$ cat config.mk
export PLATFORM = sky130hd
export DESIGN_NAME = ps2_receiver
export DESIGN_NICKNAME = d
export VERILOG_FILES = /design/src/rtl/ps2_receiver.sv
export SDC_FILE = /design/constraint.sdc
export NUM_CORES = 1
export LEC_CHECK = 0
export ABC_CLOCK_PERIOD_IN_PS = 2400
export BUFFER_PORTS_ARGS = -buffer_cell sky130_fd_sc_hd__buf_2
export CAP_MARGIN = 20
export CORE_ASPECT_RATIO = 1.1
export CORE_UTILIZATION = 40
export DETAILED_ROUTE_END_ITERATION = 12
export MAX_ROUTING_LAYER = met4
export PLACE_DENSITY_LB_ADDON = 0.3
export RECOVER_POWER = 100
export SLEW_MARGIN = 5
export SYNTH_ARGS = -nofsm -noshare
export SYNTH_HDL_FRONTEND = slang
export SYNTH_SLANG_ARGS = --single-unit
$ cat constraint.sdc
create_clock -name clk -period 2.4 [get_ports clk]
set_input_delay 0.48 -clock clk [delete_from_list [all_inputs] [get_ports clk]]
set_output_delay 0.48 -clock clk [all_outputs]
set_load 0.05 [all_outputs]
$ cat src/rtl/ps2_receiver.sv
// PS/2 device-to-host frame receiver feeding a show-ahead byte FIFO.
// Both pins are synchronized into clk; one scan-code byte is pushed per good frame.
module ps2_receiver #(
  parameter int FIFO_DEPTH     = 8,
  parameter int TIMEOUT_CYCLES = 5000,
  parameter int SYNC_STAGES    = 2
) (
  input  logic                            clk,
  input  logic                            rst,
  input  logic                            ps2_clk,
  input  logic                            ps2_data,
  input  logic                            rd_en,
  output logic [7:0]                      rd_data,
  output logic                            empty,
  output logic                            full,
  output logic [$clog2(FIFO_DEPTH+1)-1:0] count,
  output logic                            parity_err,
  output logic                            frame_err,
  output logic                            overflow
);

  localparam int AW = $clog2(FIFO_DEPTH);
  localparam int CW = $clog2(FIFO_DEPTH + 1);
  localparam int TW = $clog2(TIMEOUT_CYCLES);

  typedef enum logic [1:0] {IDLE, DATA, PARITY, STOP} state_t;

  function automatic logic odd_parity_ok(input logic [7:0] d, input logic p);
    return ^{d, p};
  endfunction

  logic [SYNC_STAGES-1:0] clk_sync, data_sync;
  logic                   clk_prev;
  logic                   fall, bit_in;

  state_t         state, next_state;
  logic [2:0]     bitcnt;
  logic [7:0]     shreg;
  logic           par_bit;
  logic [TW-1:0]  tcnt;
  logic           timeout, eval, push_pending;

  logic [7:0]     mem [FIFO_DEPTH];
  logic [AW-1:0]  wr_ptr, rd_ptr;
  logic           do_push, do_pop;

  // Input synchronizers, preset high to match an idle bus
  always_ff @(posedge clk or posedge rst) begin
    if (rst) begin
      clk_sync  <= '1;
      data_sync <= '1;
      clk_prev  <= 1'b1;
    end else begin
      clk_sync  <= {clk_sync[SYNC_STAGES-2:0], ps2_clk};
      data_sync <= {data_sync[SYNC_STAGES-2:0], ps2_data};
      clk_prev  <= clk_sync[SYNC_STAGES-1];
    end
  end

  assign fall   = clk_prev & ~clk_sync[SYNC_STAGES-1];
  assign bit_in = data_sync[SYNC_STAGES-1];

  always_comb begin
    next_state = state;
    eval       = 1'b0;
    // Abort fires on the edge where the idle-time counter would reach TIMEOUT_CYCLES-1
    timeout    = (state != IDLE) && !fall && (tcnt == TW'(TIMEOUT_CYCLES - 2));
    if (timeout) begin
      next_state = IDLE;
    end else if (fall) begin
      case (state)
        IDLE:    if (!bit_in) next_state = DATA;
        DATA:    if (bitcnt == 3'd7) next_state = PARITY;
        PARITY:  next_state = STOP;
        STOP: begin
          next_state = IDLE;
          eval       = 1'b1;
        end
        default: next_state = IDLE;
      endcase
    end
  end

  // Frame control: state, bit/idle counters and the one-cycle outcome flags
  always_ff @(posedge clk or posedge rst) begin
    if (rst) begin
      state        <= IDLE;
      bitcnt       <= '0;
      tcnt         <= '0;
      frame_err    <= 1'b0;
      parity_err   <= 1'b0;
      push_pending <= 1'b0;
    end else begin
      state <= next_state;
      if (state == IDLE)              bitcnt <= '0;
      else if (state == DATA && fall) bitcnt <= bitcnt + 3'd1;
      if (state == IDLE || fall) tcnt <= '0;
      else                       tcnt <= tcnt + TW'(1);
      frame_err    <= timeout | (eval & ~bit_in);
      parity_err   <= eval & bit_in & ~odd_parity_ok(shreg, par_bit);
      push_pending <= eval & bit_in & odd_parity_ok(shreg, par_bit);
    end
  end

  always_ff @(posedge clk) begin
    if (state == DATA && fall)   shreg   <= {bit_in, shreg[7:1]};
    if (state == PARITY && fall) par_bit <= bit_in;
  end

  // FIFO: a full FIFO still accepts a push when the head is popped in the same cycle
  assign empty    = (count == '0);
  assign full     = (count == CW'(FIFO_DEPTH));
  assign do_pop   = rd_en & ~empty;
  assign do_push  = push_pending & (~full | do_pop);
  assign overflow = push_pending & full & ~rd_en;
  assign rd_data  = empty ? 8'h00 : mem[rd_ptr];

  always_ff @(posedge clk or posedge rst) begin
    if (rst) begin
      wr_ptr <= '0;
      rd_ptr <= '0;
      count  <= '0;
    end else begin
      if (do_push) wr_ptr <= wr_ptr + AW'(1);
      if (do_pop)  rd_ptr <= rd_ptr + AW'(1);
      case ({do_push, do_pop})
        2'b10:   count <= count + CW'(1);
        2'b01:   count <= count - CW'(1);
        default: count <= count;
      endcase
    end
  end

  always_ff @(posedge clk) begin
    if (do_push) mem[wr_ptr] <= shreg;
  end

endmodule

==> metrics.yaml <==
status: "complete, no violations"
grt_max_degree: 37
critical_path.max_stage_delay_ns: 0.57
drt-total-wl_um: 7750
fill_cells: 977
m1WireLength_um: 3590
gp_congestion: 0.792
dr.max_layer_used: "met4"
period_minus_slack_ns: 2.33
wl_per_cell_um: 15.4
power_frac_comb_pct: 34.0
cp.required_ns: 1.92
setup.worst_path.start_class: "flip-flop"
drtIter0Drc: 138
grt_pass1_vias: 2532
yosysWarningCount: 0
worst_setup_path_end_kind: "primary output"
netlist_area_um2: 4630
met3_length_um: 212
design_area_um2: 5310
crit_type: "flip-flop to primary output"
antenna_cells: 0
synth.avg_cell_area_um2: 14.8
postCtsSetupRepairBufs: 0
syn-instance-count: 313
worst_ep_arrival_time_ns: 1.85
clkSinkCount: 109
ff_latch_area_um2: 3100
synth-edff-count: 73
ys_ff_latch: 109
final_cell_mix: "73 x edfxtp_1, 32 x nor2_1, 30 x dfrtp_1"
tns_ns: 0
power_switching_uw: 2070
drive_gt1_share_pct: 19.9
hold_viol_final: 0
timing.rr.end: "mem[1][6]"
via_per_inst: 5.02
crit_start: "count[1]"
port-buffer-count: 21
io_pins: 22
overflow: 0
worstPathCellList: "or4b_1 -> buf_4 -> nor2_2 -> buf_2"
nets: 369
p_sw_share_pct: 35.9
dp_hpwl_um: 5210
finClkSkew_ns: 0.00714
sequentialPowerShare_pct: 40.7
grt_usage_pct: 14.8
r2r-start: "count[3]"
rows: 40
syn_nets: 330
cp_max_fo: 6
core_area_um2: 11100
synth_top_flop_cell: "edfxtp_1"
p_leak_uw: 0.00196
synth-async-reset-ratio_pct: 33.0
crit_path_end: "overflow"
clk_latency_ns: 0.34
die_area_um2: 12000
start_util_pct: 41.7
hold_class: "input port to flip-flop"
wl_met2_um: 3860
max-slew-margin-rel_pct: 26.3
worstMarginPinSlew_ns: 1.10
final_common_cell: "edfxtp_1"
drv_slew: 0
cts_hold_buf: 0
vias: 2530
cts_buffer_depth: 2
grt_pass1_wl_um: 13100
finalNonFillerCells: 504
synthDistinctLibCells: 43
multi_input_area_um2: 1440
clk_transition_reported_paths_ns: 0.08
dp.cells: 486
yosysSeqAreaShare_pct: 66.9
fmax_mhz: 429
reg2regPathDepth: 4
drc: 0
clock_power_share_pct: 25.3
setup_viol: 0
critPathSlowestCell: "or4b_1"
drt_first_pass_iters: 7
p_per_area_nw_per_um2: 1090
detail-route-antenna-nets: 0
antenna_found_initial: 0
die_h_um: 115
numCtsBuffers: 9
dpl_cell_area_um2: 5010
area_growth_pct: 14.6
cts_tree: "built"
cts_root_buf: "clkbuf_16"
ir_drop_uv: 648
p_int_uw: 3700
reg2reg_setup_slack_ns: 0.23
h-tree-depth: 3
cap_violations: 0
die_width_um: 105
period_share_pct: 97.1
area by class of cell:
type                    count  share of cell area [%]
multi-input cells         181                    27.1
clock inverters             7                    1.41
repair buffers             40                    4.62
well taps                 147                    3.46
clock buffers               9                    4.24
inverters                  11                   0.778
flip-flops and latches    109                    58.4
kinds of logic after synthesis:
logic type / after synthesis / synth area share, %
muxes: 28 / 10.5
xor gates and xnor gates: 20 / 4.08
buffers and inverters: 23 / 2.13
AOI/OAI and AO/OA: 23 / 3.05
DFF: 109 / 66.9
adders and majority gates: 12 / 3.24
and+or+nand+nor: 98 / 10.2
metal layers:
metal  global-route usage [%]  vias to the layer above
li1                         -                     1225
met1                     19.1                     1261
met2                     23.0                       37
met3                     2.72                        7
met4                     6.20                        0
met5                        -                        -
flip-flops by register name (all words and copies together), names as in the netlist:
register,cells
tcnt,13
clk_sync,2
count,4
clk_prev,1
par_bit,1
bitcnt,3
shreg,8
parity_err,1
wr_ptr,3
state,2
frame_err,1
data_sync,2
mem,64
rd_ptr,3
push_pending,1
power by group through the flow:
stage | registers (uW) | clock network [uW] | logic (uW)
floorplan | 2390 | 0 | 1470
global placement | 2370 | 0 | 1900
detailed placement | 2380 | 0 | 1940
CTS | 2340 | 1510 | 1940
global route | 2380 | 1590 | 2140
finish | 2350 | 1460 | 1960
per-stage QoR:
| step | total power [uW] | utilization (%) | hold WS [ns] | worst slack [ns] |
|---|---|---|---|---|
| CTS | 5800 | 47.8 | 0.215 | 0.0168 |
| floorplan | 3860 | - | 0.345 | -0.0217 |
| global route | 6110 | 47.8 | 0.214 | -0.0000122 |
| finish | 5770 | 47.8 | 0.229 | 0.0699 |
| detailed placement | 4320 | 45.1 | 0.347 | 0.104 |
| global placement | 4280 | 45.1 | 0.346 | 0.190 |
worst max-delay path: cells and delay by family, from the launching register on:
family	cells	cell delay, ns
simple gates	2	0.66
buf+inv	2	0.45
flops	1	0.40
repair_timing:
item	4_1_cts	5_1_grt
resized for setup	0	7
endpoints found under the hold margin	0	0
setup endpoints to repair	0	6
worst min-delay path by stage:
stage                             from      endpoint  slack (ns)  cells after the start
after floorplan            clk_sync[0]   clk_sync[1]        0.35                      0
after global placement    data_sync[0]  data_sync[1]        0.35                      0
after detailed placement  data_sync[0]  data_sync[1]        0.35                      0
after CTS                      ps2_clk   clk_sync[0]        0.21                      1
after global routing           ps2_clk   clk_sync[0]        0.21                      1
final                          ps2_clk   clk_sync[0]        0.23                      1
synth_stat cells, types with 5 or more instances:
cell	count	area, um^2
a21oi_1	7	35.0
clkbuf_1	5	18.8
dfrtp_1	31	776
dfstp_2	5	131
edfxtp_1	73	2190
ha_1	12	150
inv_1	11	41.3
mux2i_1	9	90.1
mux4_2	16	360
nand2_1	22	82.6
nand2b_1	6	37.5
nand3_1	13	65.1
nor2_1	33	124
nor4_1	5	31.3
o21ai_0	5	25.0
xnor2_1	14	123
xor2_1	5	43.8
(Power assumes the default switching activity.)
